--- config.mk ---
export PLATFORM = sky130hd
export DESIGN_NAME = jpeg_spi_slave
export DESIGN_NICKNAME = d
export VERILOG_FILES = /design/src/rtl/jpeg_spi_slave.sv
export SDC_FILE = /design/constraint.sdc
export NUM_CORES = 1
export LEC_CHECK = 0
export ABC_AREA = 1
export ABC_CLOCK_PERIOD_IN_PS = 3580
export BUFFER_PORTS_ARGS = -buffer_cell sky130_fd_sc_hd__buf_2
export CELL_PAD_IN_SITES_DETAIL_PLACEMENT = 0
export CELL_PAD_IN_SITES_GLOBAL_PLACEMENT = 2
export CORE_AREA = 2 2 59 84
export CTS_BUF_LIST = sky130_fd_sc_hd__clkbuf_8
export DETAILED_ROUTE_END_ITERATION = 7
export DIE_AREA = 0 0 61 86
export GPL_ROUTABILITY_DRIVEN = 0
export GPL_TIMING_DRIVEN = 0
export PLACE_DENSITY_LB_ADDON = 0.1
export RECOVER_POWER = 100
export SKIP_CTS_REPAIR_TIMING = 1
export SYNTH_ARGS = -nofsm -noshare
export SYNTH_HDL_FRONTEND = slang
export SYNTH_SLANG_ARGS = --single-unit
export TNS_END_PERCENT = 100
--- constraint.sdc ---
create_clock -name pclk -period 3.58 [get_ports pclk]
set_input_delay 0.358 -clock pclk [delete_from_list [all_inputs] [get_ports pclk]]
set_output_delay 0.358 -clock pclk [all_outputs]
set_load 0.01 [all_outputs]
--- src/rtl/jpeg_spi_slave.sv ---
// rtl/jpeg_spi_slave.sv - SPI mode-0 slave bridging the host to the JPEG encoder readout port.
// All SPI pins are oversampled in pclk; commands select status, image request control or byte streaming.
module jpeg_spi_slave #(
  parameter int          SYNC_STAGES = 2,
  parameter logic [7:0]  CMD_STATUS  = 8'h05,
  parameter logic [7:0]  CMD_START   = 8'h01,
  parameter logic [7:0]  CMD_RELEASE = 8'h02,
  parameter logic [7:0]  CMD_READ    = 8'h0B
) (
  input  logic       pclk,
  input  logic       reset_n,
  input  logic       spi_sclk,
  input  logic       spi_cs_n,
  input  logic       spi_mosi,
  output logic       spi_miso,
  output logic       spi_miso_oe,
  input  logic       conv_end,
  input  logic [7:0] data_out,
  output logic       data_rd,
  output logic       img_req
);

  typedef enum logic [2:0] {
    S_IDLE,
    S_CMD,
    S_STATUS,
    S_READ,
    S_DISCARD
  } state_t;

  state_t                 state_q, state_d;
  logic [SYNC_STAGES-1:0] sclk_sync_q, sclk_sync_d;
  logic [SYNC_STAGES-1:0] cs_sync_q, cs_sync_d;
  logic [SYNC_STAGES-1:0] mosi_sync_q, mosi_sync_d;
  logic                   sclk_dly_q, sclk_dly_d;
  logic                   cs_dly_q, cs_dly_d;
  logic [2:0]             bit_cnt_q, bit_cnt_d;
  logic [7:0]             rx_shift_q, rx_shift_d;
  logic [7:0]             tx_shift_q, tx_shift_d;
  logic                   miso_q, miso_d;
  logic                   data_rd_q, data_rd_d;
  logic                   img_req_q, img_req_d;

  logic       sclk_s, cs_s, mosi_s;
  logic       rise, fall, cs_fall, byte_end, shift_out;
  logic [7:0] rx_next, status_byte;

  always_ff @(posedge pclk or negedge reset_n) begin
    if (!reset_n) begin
      sclk_sync_q <= '0;
      cs_sync_q   <= '1;
      mosi_sync_q <= '0;
      sclk_dly_q  <= 1'b0;
      cs_dly_q    <= 1'b1;
      state_q     <= S_IDLE;
      bit_cnt_q   <= 3'd0;
      rx_shift_q  <= 8'h00;
      tx_shift_q  <= 8'h00;
      miso_q      <= 1'b0;
      data_rd_q   <= 1'b0;
      img_req_q   <= 1'b0;
    end else begin
      sclk_sync_q <= sclk_sync_d;
      cs_sync_q   <= cs_sync_d;
      mosi_sync_q <= mosi_sync_d;
      sclk_dly_q  <= sclk_dly_d;
      cs_dly_q    <= cs_dly_d;
      state_q     <= state_d;
      bit_cnt_q   <= bit_cnt_d;
      rx_shift_q  <= rx_shift_d;
      tx_shift_q  <= tx_shift_d;
      miso_q      <= miso_d;
      data_rd_q   <= data_rd_d;
      img_req_q   <= img_req_d;
    end
  end

  always_comb begin
    sclk_sync_d = {sclk_sync_q[SYNC_STAGES-2:0], spi_sclk};
    cs_sync_d   = {cs_sync_q[SYNC_STAGES-2:0], spi_cs_n};
    mosi_sync_d = {mosi_sync_q[SYNC_STAGES-2:0], spi_mosi};
    sclk_s      = sclk_sync_q[SYNC_STAGES-1];
    cs_s        = cs_sync_q[SYNC_STAGES-1];
    mosi_s      = mosi_sync_q[SYNC_STAGES-1];
    sclk_dly_d  = sclk_s;
    cs_dly_d    = cs_s;
    rise        = sclk_s & ~sclk_dly_q;
    fall        = ~sclk_s & sclk_dly_q;
    cs_fall     = ~cs_s & cs_dly_q;
    byte_end    = rise && (bit_cnt_q == 3'd7);
    // The fall right after a byte boundary must keep the freshly loaded MSB on the line.
    shift_out   = fall && (bit_cnt_q != 3'd0);
    rx_next     = {rx_shift_q[6:0], mosi_s};
    status_byte = {6'b0, img_req_q, conv_end};
  end

  always_comb begin
    state_d    = state_q;
    bit_cnt_d  = bit_cnt_q;
    rx_shift_d = rx_shift_q;
    tx_shift_d = tx_shift_q;
    data_rd_d  = 1'b0;
    img_req_d  = img_req_q;

    if (cs_s) begin
      state_d = S_IDLE;
    end else begin
      case (state_q)
        S_IDLE: begin
          if (cs_fall) begin
            state_d    = S_CMD;
            bit_cnt_d  = 3'd0;
            tx_shift_d = 8'h00;
          end
        end
        S_CMD: begin
          if (rise) begin
            rx_shift_d = rx_next;
            bit_cnt_d  = bit_cnt_q + 3'd1;
          end
          if (byte_end) begin
            state_d    = S_DISCARD;
            tx_shift_d = 8'h00;
            if (rx_next == CMD_STATUS) begin
              state_d    = S_STATUS;
              tx_shift_d = status_byte;
            end else if (rx_next == CMD_READ) begin
              if (conv_end) begin
                state_d    = S_READ;
                tx_shift_d = data_out;
                data_rd_d  = 1'b1;
              end
            end else if (rx_next == CMD_START) begin
              img_req_d = 1'b1;
            end else if (rx_next == CMD_RELEASE) begin
              img_req_d = 1'b0;
            end
          end
        end
        S_STATUS: begin
          if (rise) begin
            bit_cnt_d = bit_cnt_q + 3'd1;
          end
          if (byte_end) begin
            tx_shift_d = status_byte;
          end else if (shift_out) begin
            tx_shift_d = {tx_shift_q[6:0], 1'b0};
          end
        end
        S_READ: begin
          if (rise) begin
            bit_cnt_d = bit_cnt_q + 3'd1;
          end
          if (byte_end) begin
            if (conv_end) begin
              tx_shift_d = data_out;
              data_rd_d  = 1'b1;
            end else begin
              tx_shift_d = 8'h00;
              state_d    = S_DISCARD;
            end
          end else if (shift_out) begin
            tx_shift_d = {tx_shift_q[6:0], 1'b0};
          end
        end
        default: begin
        end
      endcase
    end

    miso_d = ((state_q == S_STATUS) || (state_q == S_READ)) ? tx_shift_q[7] : 1'b0;
  end

  assign spi_miso    = miso_q;
  assign spi_miso_oe = ~cs_sync_q[SYNC_STAGES-1];
  assign data_rd     = data_rd_q;
  assign img_req     = img_req_q;

endmodule
**Yosys cells after proc, flatten, opt, wreduce, memory -nomap -nowiden**

Index checks and enable logic that the tools add are counted.

- Register bits: 32
- Bits in latches: 0
- RAM bits: 0
- ROM bits: 0
- Output and inout port bits: 4
- Memories: 0

- Add/subtract/negate cells: 1
- $mul: 0
- Divide/modulo/power cells: 0
- Magnitude comparators: 0
- Equal/unequal tests: 15
- Shifts and indexed selects: 0
- Mux-type cells: 31
- Bitwise gates (word level): 8
- Reduce and logical (&&, ||, !) cells: 15

Operator list:

| kind | number |
|---|---|
| 8-bit two-way mux | 8 |
| 8-bit case mux with 4 select lines | 1 |
| 3-bit two-way mux | 10 |
| 3-bit != test, second input constant | 4 |
| 1-bit two-way mux | 9 |
| 3-bit case mux with 3 select lines | 1 |
| 8-bit by 1-bit equality test with 1-bit output, second input constant | 1 |
| 8-bit by 2-bit equality test with 1-bit output, second input constant | 1 |
| 8-bit by 3-bit equality test with 1-bit output, second input constant | 1 |
| 8-bit by 4-bit equality test with 1-bit output, second input constant | 1 |
| 4-bit AND reduction | 2 |
| 4-bit nonzero test | 2 |
| 3-bit by 2-bit equality test with 1-bit output, second input constant | 2 |
| 3-bit case mux with 2 select lines | 1 |
| 6-bit AND reduction | 1 |
| 1-bit inverter | 5 |
| 5-bit AND reduction | 1 |
| 2-bit != test, second input constant | 2 |
| 2-bit nonzero test | 2 |
| 3-bit by 1-bit adder with 3-bit output, second input constant | 1 |
| 1-bit bitwise AND | 3 |
| 3-bit by 1-bit equality test with 1-bit output, second input constant | 1 |
| 3-bit equality test, second input constant | 1 |
| 3-bit logical NOT | 1 |
| other kinds (7) | 8 |

**Depth between registers and ports, before layout**

Gate-level depths: netlist (run 1).

- Depth in word-level cells: 6
- Depth in mapped cells: 11

**Worst setup path after synthesis (run 1)**

Ideal clock, no wire load.

- Path kind: reg2reg
- Start: register bit_cnt_q[0]
- End: register tx_shift_q[1]
- Setup time: 65 ps
- Arrival time: 1371 ps
- Data required time: 3515 ps
- Slack: 2144 ps
- Cell stages (with the launch flop): 12
- Buffers on the path: 0
- Period minus slack after synthesis: 1436 ps
- Path through: dfrtp_1 -> ha_1 -> ha_1 -> nand3_2 -> nand2_1 -> nor2_4 -> nand2_1 -> nand2_1 -> nor2_1 -> nand2_1 -> nand2_1 -> nand2_1

- Cells in the longest elaborated chain, start to end: 5
- Elaborated cells on any way between the ends: 10
- Classes of those cells: eq/ne (2); mux (4); reduce/logical (4)

Ends and longest elaborated chain:

| item | RTL line | text |
|---|---|---|
| start: declaration | 37 | `logic [2:0] bit_cnt_q, bit_cnt_d;` |
| start signal: assignment | 69 | `bit_cnt_q <= bit_cnt_d;` |
| 3-bit nonzero test | 92 | `shift_out = fall && (bit_cnt_q != 3'd0);` |
| 1-bit logical AND | 92 |  |
| 8-bit two-way mux | -- |  |
| 8-bit two-way mux (on tied branches) | 154, 144 |  |
| 8-bit case mux with 4 select lines | 108 | `case (state_q)` |
| end signal: assignment | 71 | `tx_shift_q <= tx_shift_d;` |
| end: declaration | 39 | `logic [7:0] tx_shift_q, tx_shift_d;` |

Parallel ways exist; a longest one is shown, timed or not.
A chain may end at the register's enable or synchronous reset.

**Worst setup path in the final report (run 1)**

- Start: register bit_cnt_q[0]
- End: register tx_shift_q[7]

Same word-level chain as after synthesis.

==> impl_metrics.ini, run 1 <==
[place]
hpwl_um = 2610
port_buffers = 17
dp.cells = 295

[hold_path]
hp-class = in -> reg

[global_routing]
met3_usage_pct = 3.62
grt.met2_usage_pct = 26.1
grtUsageTotal_pct = 15.4
antenna_found_initial = 0
grt_pass1_wl_um = 6020
grt_max_degree = 33
grt_pass1_vias = 1316
busiest_layer = met2
gr-total-overflow = 0
grtUsageMet1_pct = 18.6

[clocking]
tritoncts = built
htree_num_levels = 2
clockRootBuffer = clkbuf_8
numCtsBuffers = 5
clkSinkCount = 32
insertion_delay_ns = 0.28
clock_path_buffers = 2
clk_pin_slew_worst_paths_ns = 0.06

[power_and_ir_drop]
swShare_pct = 35.5
intPower_uw = 642
power_uw = 995
clkPwrFrac_pct = 28.0
combinationalPowerShare_pct = 28.1
p_sw_uw = 353
vdd_ir_drop_max_mv = 0.237
seqPwrFrac_pct = 43.8
power_density_nw_per_um2 = 535
p_leak_uw = 0.00100

[routing]
finalWirelength_um = 3580
ant_nets = 0
drc = 0
drt_first_iter_violations = 60
drt_pass1_iterations = 6
wl_per_cell_um = 11.8
viasPerCell = 4.64
route.vias.total = 1407

[layout]
final_util_pct = 41.7
regArea_um2 = 805
multi_input_comb_area_um2 = 694
syn_to_final_growth_pct = 11.8
fillers = 489
final_layout_size_suffix_gt1_share_pct = 12.4
n_antenna_cell = 0
final_nets = 257
fin_cells = 303

[yosys]
yosysTopAreaCell = dfrtp_1
yosysWarningCount = 0
synth_cell_type_count = 24
synthesis.nets = 233
ys_seq_area_share_pct = 48.4
synthTopCellsByArea = dfrtp_1, nand2_1, dfstp_2, inv_1, nand3_1
ys_ff_latch = 32
netlist_instances = 216
synth_top_area_share_pct = 43.6
synth_area_um2 = 1660
syn_area_per_cell_um2 = 7.70

[worst_setup_path]
endpoint_kind = flip-flop
critical_path_required_ns = 3.80
critPathKind = reg -> reg
critPathArrivalTime_ns = 2.42
cp-start-kind = flip-flop
crit_fanout = 8

[sta]
final-max-slew-violation-count = 33
finalCriticalPeriod_ns = 2.20
timing.setup.tns_ns = 0
rsz0062_at_grt = no
finalSetupViolations = 0
period_share_pct = 61.6
finClkSkew_ns = 0.00689
finalHoldViolCount = 0
slew-limit-headroom_pct = -14.7
finalHoldWorstSlack_ns = 0.176
worstMarginPinSlew_ns = 1.72
max_freq_mhz = 454

[die]
coreArea_um2 = 4460
start_util_pct = 37.3
fp.dieW_um = 61
die_h_um = 86
rows = 29
ios = 18
die-area_um2 = 5250

[flow_run]
cap_violations = 1

[status]
run_status = finished, violations left
violations = max-capacitance violations, max-slew violations
==> power groups by stage <==
stage	clock [uW]	combinational [uW]	sequential, uW
6_report	279	280	436
5_1_grt	307	328	442
4_1_cts	292	310	438
3_5_place_dp	0	309	445
3_3_place_gp	0	300	443
2_1_floorplan	0	234	438
==> Yosys cell counts <==
cell / number
inv_2: 5
clkinv_1: 1
dfrtp_1: 29
buf_4: 1
o21ai_1: 6
nand3_2: 3
nand2_1: 88
nand4_1: 5
o2111ai_1: 1
a21oi_2: 2
inv_1: 20
buf_2: 1
inv_4: 1
nand2_2: 2
o21ai_0: 8
nand2_4: 1
a21oi_1: 2
dfstp_2: 3
ha_1: 3
nor2_1: 13
nor2_2: 4
nor2_4: 2
nand3_1: 14
a21oi_4: 1
==> critical path, cell delays in order (launching register included) <==
cell,delay (ns)
dfrtp_1,0.35
ha_1,0.16
ha_1,0.15
nand3_1,0.19
a21oi_1,0.65
clkinvlp_2,0.38
nor2_4,0.14
nand2_1,0.06
nand2_1,0.05
==> layout make-up <==
type                       instances  area share, %
timing repair buffer              17           4.24
multi-input combinational        155           37.3
clock buffer                       6           4.44
tap                               62           4.17
inverter                          27           5.52
sequential                        32           43.3
clock inverter                     2          0.404
buffer                             2          0.606
==> per-layer routing <==
metal	vias up	wire length (um)	share of wire (%)
met5	-	0	0
li1	724	-	-
met4	0	54	1.5
met1	657	1630	46
met3	5	109	3.0
met2	21	1780	50
==> cell usage in the layout, fill, tap and decap left out <==
cell,netlist,layout
a21oi_2,2,1
a21oi_1,2,4
clkbuf_1,0,6
o21ai_1,6,3
dfstp_2,3,2
clkinv_1,1,1
nor2_1,13,15
buf_4,1,1
nand2_1,88,91
dfstp_1,0,1
buf_2,1,12
nor2_4,2,2
ha_1,3,3
inv_1,20,24
clkbuf_8,0,6
o21ai_0,8,11
nor2_2,4,2
clkinvlp_2,0,1
nand3_1,14,17
dfrtp_1,29,29
o2111ai_1,1,1
inv_2,5,3
nand4_1,5,5
==> cells by family after synthesis <==
kind of cell	count (synthesis)	synth area share [%]
and+or+nand+nor	132	35.0
DFF	32	48.4
buffers and inverters	29	7.00
AOI/OAI and AO/OA	20	7.37
adders and majority gates	3	2.26
==> registers in the layout, indices dropped and copies added (netlist names) <==
register	count
spi_miso	1
data_rd	1
state_q	3
mosi_sync_q	2
bit_cnt_q	3
img_req	1
cs_dly_q	1
rx_shift_q	7
sclk_dly_q	1
cs_sync_q	2
tx_shift_q	8
sclk_sync_q	2
==> per-stage QoR <==
stage | worst slack, ns | area, um2
after global placement | 1.98 | 1830
after CTS | 1.90 | 1920
after floorplan | 2.14 | 1660
final | 1.38 | 1860
after detailed placement | 1.97 | 1830
after global routing | 1.20 | 1860
==> final timing paths <==
kind	from	to	slack, ns	cells after the start
min in group asynchronous	reset_n	tx_shift_q[4]	0.52	1
max in group asynchronous	reset_n	sclk_sync_q[0]	2.06	1
min	spi_cs_n	cs_sync_q[0]	0.18	1
max	bit_cnt_q[0]	tx_shift_q[7]	1.38	8
max reg2reg	bit_cnt_q[0]	tx_shift_q[7]	1.38	8
min reg2reg	mosi_sync_q[0]	mosi_sync_q[1]	0.35	0
Note: power is estimated with default switching activity, not from simulation.
==> inputs of run 2 (changes only) <==
--- a/config.mk
+++ b/config.mk
@@ -5,15 +5,15 @@
 export SDC_FILE = /design/constraint.sdc
 export NUM_CORES = 1
 export LEC_CHECK = 0
-export ABC_AREA = 1
-export ABC_CLOCK_PERIOD_IN_PS = 3580
+export ABC_AREA = 0
+export ABC_CLOCK_PERIOD_IN_PS = 2000
 export BUFFER_PORTS_ARGS = -buffer_cell sky130_fd_sc_hd__buf_2
 export CELL_PAD_IN_SITES_DETAIL_PLACEMENT = 0
 export CELL_PAD_IN_SITES_GLOBAL_PLACEMENT = 2
-export CORE_AREA = 2 2 59 84
+export CORE_AREA = 2 2 58 82
 export CTS_BUF_LIST = sky130_fd_sc_hd__clkbuf_8
 export DETAILED_ROUTE_END_ITERATION = 7
-export DIE_AREA = 0 0 61 86
+export DIE_AREA = 0 0 60 84
 export GPL_ROUTABILITY_DRIVEN = 0
 export GPL_TIMING_DRIVEN = 0
 export PLACE_DENSITY_LB_ADDON = 0.1
==> constraint.sdc (replaced) <==
create_clock -name pclk -period 2 [get_ports pclk]
set_input_delay 0.2 -clock pclk [delete_from_list [all_inputs] [get_ports pclk]]
set_output_delay 0.2 -clock pclk [all_outputs]
set_load 0.01 [all_outputs]
==> run 2 against run 1 <==
Net effect: the flow still finishes with violations (max-capacitance violations, max-slew violations); clock-buffer cell count rose by 1; synthesized area fell by 9.1%; die area fell by 3.9%; critical path type unchanged.
==> impl_metrics.ini, run 2 <==
[status]
run_status = finished, violations left
violations = max-capacitance violations, max-slew violations

[sta]
timing.setup.tns_ns = 0
slew-limit-headroom_pct = -14.8
finClkSkew_ns = 0.00697
max_freq_mhz = 530
finalCriticalPeriod_ns = 1.89
finalHoldViolCount = 0
worstMarginPinSlew_ns = 1.72
final-max-slew-violation-count = 33
finalSetupViolations = 0
period_share_pct = 94.3
worst_slack_ns = 0.114

[layout]
mostFrequentLayoutCell = dfrtp_1
final_util_pct = 41.2
largest_reg_flops = 8
fin_cells = 223
n_antenna_cell = 0
top_register = tx_shift_q
final_layout_size_suffix_gt1_share_pct = 28.6
fillers = 451
final_nets = 177
top_regs = tx_shift_q (8), rx_shift_q (7)
syn_to_final_growth_pct = 19.6
layout_common_cells = dfrtp_1, buf_2, inv_1, nor2_1

[worst_setup_path]
crit_fanout = 3
critical_path_required_ns = 2.17
cp-start-kind = flip-flop
cpPeakStageDelay_ns = 0.40
path_delay_family = compound AO/OA/AOI/OAI gates
endpoint_kind = flip-flop
path_cells = ha_2, ha_2, and3b_2, and3_4, a311o_1, a221oi_2, o21ai_1
critPathKind = reg -> reg
crit_top_cell = ha_2
critPathArrivalTime_ns = 2.06
crit_buf_inv = 0
critPathSlowestCell = dfrtp_1

[flow_run]
cap_violations = 1

[yosys]
synthTopCellsByCount = dfrtp_1, nor2_1, inv_1, o21ai_0
ys_seq_area_share_pct = 53.2
synthTopCellsByArea = dfrtp_1, dfstp_2, mux2_2, o2bb2ai_1, a22oi_1
netlist_instances = 133
synth_area_um2 = 1510
ys_ff_latch = 32
synth_ff_type = dfrtp_1
synth_cell_type_count = 44
synthesis.nets = 150
yosysMostFrequentCell = dfrtp_1
syn_area_per_cell_um2 = 11.4
yosysTopAreaCell = dfrtp_1
yosysWarningCount = 0
synth_edf_count = 0
synth_top_area_share_pct = 48.0
async_flop_share_pct = 100

[routing]
wl_per_cell_um = 14.5
drc = 0
ant_nets = 0
finalWirelength_um = 3230
viasPerCell = 5.08
drt_first_iter_violations = 31
route.vias.total = 1132
drt_pass1_iterations = 4

[power_and_ir_drop]
vdd_ir_drop_max_mv = 0.380
power_density_nw_per_um2 = 790
power_uw = 1430
p_leak_uw = 0.000803

[die]
start_util_pct = 34.4
fp.dieW_um = 60
die_h_um = 84
ios = 18
coreArea_um2 = 4390
die-area_um2 = 5040
rows = 29

[global_routing]
gr-total-overflow = 0
grt_pass1_wl_um = 5580
grt_pass1_vias = 1165
grtUsageTotal_pct = 14.9
antenna_found_initial = 0
grt_max_degree = 33

[clocking]
numCtsBuffers = 5
htree_num_levels = 2
tritoncts = built
insertion_delay_ns = 0.28
clock_path_buffers = 2
clk_pin_slew_worst_paths_ns = 0.07
clockRootBuffer = clkbuf_8
clkSinkCount = 32

[place]
port_buffers = 17
dp_slack_ns = 0.00569
hpwl_um = 2320
dp.cells = 212

[hold_path]
hp-class = in -> reg
==> run 2: changes by cell type after synthesis, moves of 6 or more <==
cell / delta
a22oi_1: +6
inv_1: -13
mux2_2: +6
nand2_1: -82
nand3_1: -13
o2bb2ai_1: +6
==> run 2: area by class of cell <==
cell class / count / area [um2] / share of cell area [%]
clock inverter: 1 / 3.75 / 0.208
sequential: 32 / 805 / 44.5
buffer: 4 / 18.8 / 1.04
inverter: 7 / 26.3 / 1.45
tap: 62 / 77.6 / 4.29
clock buffer: 7 / 96.3 / 5.33
timing repair buffer: 20 / 103 / 5.67
multi-input combinational: 90 / 678 / 37.5
==> run 2: cell families (layout without fill, tap and decap cells) <==
logic type	Yosys count	in the layout	synth area share, %
multiplexers	7	7	5.21
adder cells (fa/ha/maj)	3	3	2.48
buffers and inverters	11	39	2.98
AO/OA/AOI/OAI	40	40	19.5
flip-flops	32	32	53.2
AND/OR/NAND/NOR	40	40	16.6
==> run 2: stage by stage <==
stage                     hold WS (ns)  area (um2)
after floorplan                -0.0956        1510
after global placement           0.285        1670
after detailed placement         0.300        1670
after CTS                     -0.00952        1770
after global routing           0.00876        1810
final                           0.0151        1810
==> run 2: worst paths after layout <==
path	start	to	slack, ns	cells past startpoint
worst max-delay path	bit_cnt_q[1]	tx_shift_q[1]	0.11	7
worst min-delay path	spi_cs_n	cs_sync_q[0]	0.02	1
worst max register to register	bit_cnt_q[1]	tx_shift_q[1]	0.11	7
worst min register to register	mosi_sync_q[0]	mosi_sync_q[1]	0.35	0
max in group asynchronous	reset_n	rx_shift_q[2]	0.64	1
min in group asynchronous	reset_n	tx_shift_q[2]	0.37	1
==> run 2: layer usage <==
layer  track usage [%]  vias up  part of all wire (%)
met1              18.0      568                    44
met2              24.4       13                    52
met4              6.06        0                   1.9
li1                  -      545                     -
met3              3.72        6                   2.6
met5                 0        -                     0
==> run 2: where the power goes <==
part           leakage, uW  total (uW)  internal (uW)  switching [uW]
Clock            0.0000557         539            309             230
Combinational     0.000327         174           71.3             103
Sequential        0.000421         715            684            31.0
